$ cat config.mk
export PLATFORM = sky130hd
export DESIGN_NAME = stage2_round
export DESIGN_NICKNAME = d
export VERILOG_FILES = /design/src/rtl/stage2_round.sv
export SDC_FILE = /design/constraint.sdc
export NUM_CORES = 1
export LEC_CHECK = 0
export ABC_AREA = 1
export CAP_MARGIN = 20
export CORE_UTILIZATION = 40
export DETAILED_ROUTE_END_ITERATION = 8
export GPL_TIMING_DRIVEN = 0
export SYNTH_ARGS = -nofsm -noshare
export SYNTH_HDL_FRONTEND = slang
export SYNTH_SLANG_ARGS = --single-unit
$ cat constraint.sdc
create_clock -name clk1 -period 2.2 [get_ports clk1]
set_input_delay 0.33 -clock clk1 [delete_from_list [all_inputs] [get_ports clk1]]
set_output_delay 0.33 -clock clk1 [all_outputs]
set_load 0.02 [all_outputs]
$ cat src/rtl/stage2_round.sv
// Stage-2 block: 2-entry FIFO fed by stage-1 done pulses, ROUNDS key-dependent rotate/XOR
// rounds per word, valid/ready result port. Optional parity output under STAGE2_PARITY_EN.
module stage2_round #(
   parameter int ROUNDS = 4
) (
   input  logic        clk1,
   input  logic        rst,
   input  logic [4:0]  key_bits,
   input  logic [15:0] stg1_in,
   input  logic        stg1_done,
   output logic        busy,
   output logic [15:0] stg2_out,
   output logic        out_valid,
   input  logic        out_ready,
   output logic        overrun
`ifdef STAGE2_PARITY_EN
   ,output logic       stg2_par
`endif
);

   typedef enum logic [1:0] {S_IDLE, S_LOAD, S_ROUND, S_HOLD} state_t;

   localparam logic [3:0] W_LAST = 4'(ROUNDS - 1);

   state_t      r_state, w_next_state;
   logic [15:0] r_fifo [2];
   logic        r_wptr, r_rptr;
   logic [1:0]  r_cnt;
   logic [15:0] r_work;
   logic [4:0]  r_kr;
   logic [3:0]  r_rcnt;
   logic [15:0] r_out;
   logic        r_vld;
   logic        r_ovr;
   logic        r_par;

   logic        w_nempty, w_full;
   logic        w_push, w_drop;
   logic        w_pop, w_rnd, w_last, w_xfer, w_busy;
   logic [2:0]  w_amt;
   logic [31:0] w_dbl;
   logic [15:0] w_rot, w_round;

   assign w_nempty = (r_cnt != 2'd0);
   assign w_full   = (r_cnt == 2'd2);
   // A pop on the same edge frees a slot, so a full FIFO can still accept.
   assign w_push   = stg1_done && (!w_full || w_pop);
   assign w_drop   = stg1_done && w_full && !w_pop;

   // Round function: rotate left by kr[1:0]+1, then mix in key and round index.
   assign w_amt   = {1'b0, r_kr[1:0]} + 3'd1;
   assign w_dbl   = {r_work, r_work} << w_amt;
   assign w_rot   = w_dbl[31:16];
   assign w_round = w_rot ^ {11'd0, r_kr} ^ {12'd0, r_rcnt};

   always_ff @(posedge clk1) begin
      if (rst) r_state <= S_IDLE;
      else     r_state <= w_next_state;
   end

   always_comb begin
      w_next_state = r_state;
      case (r_state)
         S_IDLE:  if (w_nempty) w_next_state = S_LOAD;
         S_LOAD:  w_next_state = S_ROUND;
         S_ROUND: if (r_rcnt == W_LAST) w_next_state = S_HOLD;
         S_HOLD:  if (out_ready) w_next_state = w_nempty ? S_LOAD : S_IDLE;
         default: w_next_state = S_IDLE;
      endcase
   end

   always_comb begin
      w_pop  = 1'b0;
      w_rnd  = 1'b0;
      w_last = 1'b0;
      w_xfer = 1'b0;
      w_busy = (r_state != S_IDLE);
      case (r_state)
         S_LOAD:  w_pop = 1'b1;
         S_ROUND: begin
            w_rnd  = 1'b1;
            w_last = (r_rcnt == W_LAST);
         end
         S_HOLD:  w_xfer = out_ready;
         default: ;
      endcase
   end

   always_ff @(posedge clk1) begin
      if (rst) begin
         r_fifo[0] <= '0;
         r_fifo[1] <= '0;
         r_wptr    <= 1'b0;
         r_rptr    <= 1'b0;
         r_cnt     <= 2'd0;
         r_ovr     <= 1'b0;
      end else begin
         if (w_push) begin
            r_fifo[r_wptr] <= stg1_in;
            r_wptr         <= ~r_wptr;
         end
         if (w_pop) r_rptr <= ~r_rptr;
         r_cnt <= r_cnt + 2'(w_push) - 2'(w_pop);
         r_ovr <= w_drop;
      end
   end

   always_ff @(posedge clk1) begin
      if (rst) begin
         r_work <= '0;
         r_kr   <= '0;
         r_rcnt <= '0;
         r_out  <= '0;
         r_vld  <= 1'b0;
         r_par  <= 1'b0;
      end else begin
         if (w_pop) begin
            r_work <= r_fifo[r_rptr];
            r_kr   <= key_bits;
            r_rcnt <= '0;
         end else if (w_rnd) begin
            r_work <= w_round;
            // Counter parks on the last index so it never exceeds ROUNDS-1.
            if (!w_last) r_rcnt <= r_rcnt + 4'd1;
         end
         if (w_last) begin
            r_out <= w_round;
            r_par <= ^w_round;
            r_vld <= 1'b1;
         end else if (w_xfer) begin
            r_vld <= 1'b0;
         end
      end
   end

   assign busy      = w_busy;
   assign stg2_out  = r_out;
   assign out_valid = r_vld;
   assign overrun   = r_ovr;
`ifdef STAGE2_PARITY_EN
   assign stg2_par  = r_par;
`endif

endmodule

==> qor.yml <==
floorplan:
  core-area_um2: 10500
  die_height_um: 107
  top_level_ports: 44
  die_w_um: 107
  die-area_um2: 11300
  initial_utilization_pct: 41.8
  number_of_standard_cell_rows_in_the_floorplan: 37
final_layout:
  fraction_of_layout_instances_using_a_drive_strength_above_1_pct: 14.4
  fin_util_pct: 49.7
  area_delta_synth_final_pct: 19.0
  final_net_count: 633
  nFillCells: 1071
  n_antenna_cell: 0
global_routing:
  grt_antenna_before_repair: 0
  globalRouteTotalUtil_pct: 19.4
  number_of_global_route_vias_before_repair: 3563
  global_route.overflow_total: 0
  first_pass_grt_wire_length_um: 17000
  grt_start_max_net_pins: 17
synthesis:
  post_synth.cell_area_avg_um2: 8.05
  ys_top_cells_by_count: "sky130_fd_sc_hd__nand2_1 (122), sky130_fd_sc_hd__inv_1 (51), sky130_fd_sc_hd__dfxtp_1 (50), sky130_fd_sc_hd__nor2_1 (50), sky130_fd_sc_hd__nand3_1 (44)"
  synthDistinctLibCells: 32
  synth.top_cell.area_share_pct: 22.9
  synth-edff-count: 32
  synth.ff_latch_count: 82
  muxShareOfSynthArea_pct: 0
  synth_simple_gate_area_share_pct: 28.3
  synth_most_common_cell: "sky130_fd_sc_hd__nand2_1"
  yosys_most_used_dff: "sky130_fd_sc_hd__dfxtp_1"
  synth.top_cells.by_area: "sky130_fd_sc_hd__dfxtp_1 (23%), sky130_fd_sc_hd__edfxtp_1 (22%), sky130_fd_sc_hd__nand2_1 (10%)"
  synth.net_count: 577
  asyncSetResetFlopFracSynth_pct: 0
  synth_top_area_cell: "sky130_fd_sc_hd__dfxtp_1"
  main_combinational_cell_family_by_area_after_synthesis: "simple AND/OR/NAND/NOR gates"
  ys_seq_area_share_pct: 44.9
  syn_area_um2: 4370
  synth_cells: 543
  synth_adder_area_share_pct: 2.58
  synth_xor_xnor_area_share_pct: 1.20
  synth_compound_area_share_pct: 13.9
  yosys_warnings: 0
drt:
  drt-wirelength-per-cell_um: 13.9
  detail_route.first_pass.iterations: 4
  route.antenna.remaining_nets: 0
  routed-via-count: 3680
  detail_route.drc_violations: 0
  detail_route.wirelength_um: 10300
  detail_route.vias_per_cell: 4.97
  detail_route.iter0.violations: 177
setup_path:
  critical_path_required_ps: 1870
  cp-end-kind: "output pin"
  critPathKind: "register to output pin"
  timing.critical_path.fanout_max: 5
  critical_path_arrival_ps: 1750
  critical_path.startpoint_type: "register"
clock_network:
  clock_path_buffers: 2
  h_tree_levels: 3
  tritoncts_buffer_count: 9
  cts_tree: "built"
  cts_hold_buffers: 0
  root_buffer_cell: "sky130_fd_sc_hd__clkbuf_8"
  clk_transition_reported_paths_ps: 80
  tritoncts_num_sinks: 82
  clock_insertion_delay_worst_skew_ps: 360
sta:
  tightest_slew_margin_relative_to_the_limit_pct: 51.9
  setup-tns-final_ps: 0
  clock-skew-final_ps: 9.12
  unrepaired_setup_endpoints_after_global_routing: "no"
  report.final.setup_viol: 0
  achievable-frequency_ghz: 0.480
  timing.final.hold_violations: 0
  worst_tran_pin_value_ps: 721
  maxSlewViolCount: 0
  fin_crit_ps: 2080
  timing.hold.ws_ps: 479
  fin_crit_sh_pct: 94.7
outcome:
  outcome: "completed"
placement:
  i_o_buffers: 43
  gp_congestion: 0.906
  hpwlAfterDp_um: 7710
flow_run:
  maxCapViolations: 0
min_path:
  min_path_type: "register to register"
power_and_ir_drop:
  ir_drop_worst_vdd_v: 0.000751
  leakage_nw: 2.42
  power_density_nw_per_um2: 1200
area by class of cell:
type                       instances  area [µm²]  area share (%)
clock buffer                      10         128            2.45
multi-input combinational        378        2040            39.2
tap                              136         170            3.27
clock inverter                     6        57.6            1.11
sequential                        82        1960            37.7
buffer                            26         176            3.39
timing repair buffer              45         445            8.57
inverter                          57         224            4.31
sequential cells by signal (all words and copies together), names as in the netlist, named ones only:
signal and flops:
r_fifo 32, r_work 16, stg2_out 16, r_kr 5, r_rcnt 4, r_cnt 2
r_state 2, out_valid 1, overrun 1, r_rptr 1, r_wptr 1
path summary, 6_finish.rpt:
check                                start      endpoint  slack (ps)  cells past startpoint
worst max-delay path            r_state[0]          busy         120                      4
worst min-delay path             out_valid     out_valid         480                      2
worst min register to register   out_valid     out_valid         480                      2
worst max register to register  r_state[1]  r_fifo[0][8]         200                      9
metrics by stage:
step                total power, mW  worst slack [ps]  cells  cell area, µm²
finish                         6.24               116    740            5200
detailed placement             5.17              -526    722            4970
CTS                            6.24              23.0    738            5170
global placement               5.16              -545    722            4970
global route                   6.77              3.36    740            5200
floorplan                      4.40               192    543            4370
critical path, cell delays in order (launching register included):
cell	delay [ps]
sky130_fd_sc_hd__dfxtp_1	420
sky130_fd_sc_hd__inv_1	110
sky130_fd_sc_hd__ha_1	230
sky130_fd_sc_hd__inv_1	60
sky130_fd_sc_hd__clkdlybuf4s50_1	590
layout by cell type, fill, tap and decap left out, drive strengths merged:
cell | Yosys | layout
a22oi | 1 | 1
o21bai | 15 | 15
xnor2 | 1 | 1
bufinv | 0 | 1
nand3 | 65 | 65
dfxtp | 50 | 50
clkbuf | 7 | 17
clkinv | 0 | 5
clkdlybuf4s50 | 0 | 43
edfxtp | 32 | 32
buf | 19 | 21
o21ai | 48 | 48
or2 | 5 | 5
nor2 | 51 | 51
o21a | 1 | 1
inv | 57 | 57
xor2 | 5 | 5
a21oi | 40 | 40
o211ai | 1 | 1
ha | 9 | 9
nand2 | 135 | 135
nand4 | 1 | 1
report_power, final:
part | internal, mW | switching (mW)
Clock | 0.518 | 0.550
Sequential | 1.90 | 0.252
Combinational | 1.06 | 1.96
Total | 3.48 | 2.76
per-layer routing:
metal / part of all wire, % / vias up / GRT usage (%)
li1: - / 1888 / -
met1: 49 / 1695 / 25.5
met2: 45 / 71 / 31.1
met3: 3.6 / 26 / 3.74
met4: 2.9 / 0 / 8.02
met5: 0 / - / 0
cells by family after synthesis:
family / count (synthesis)
and+or+nand+nor: 257
xor gates and xnor gates: 6
AOI/OAI and AO/OA: 106
buffers and inverters: 83
adders and majority gates: 9
DFF: 82
what timing repair did:
action	CTS	global route
setup buffers	0	2
gates resized for setup	5	2
endpoints found under the setup margin	32	32
Note: power is estimated with default switching activity, not from simulation.
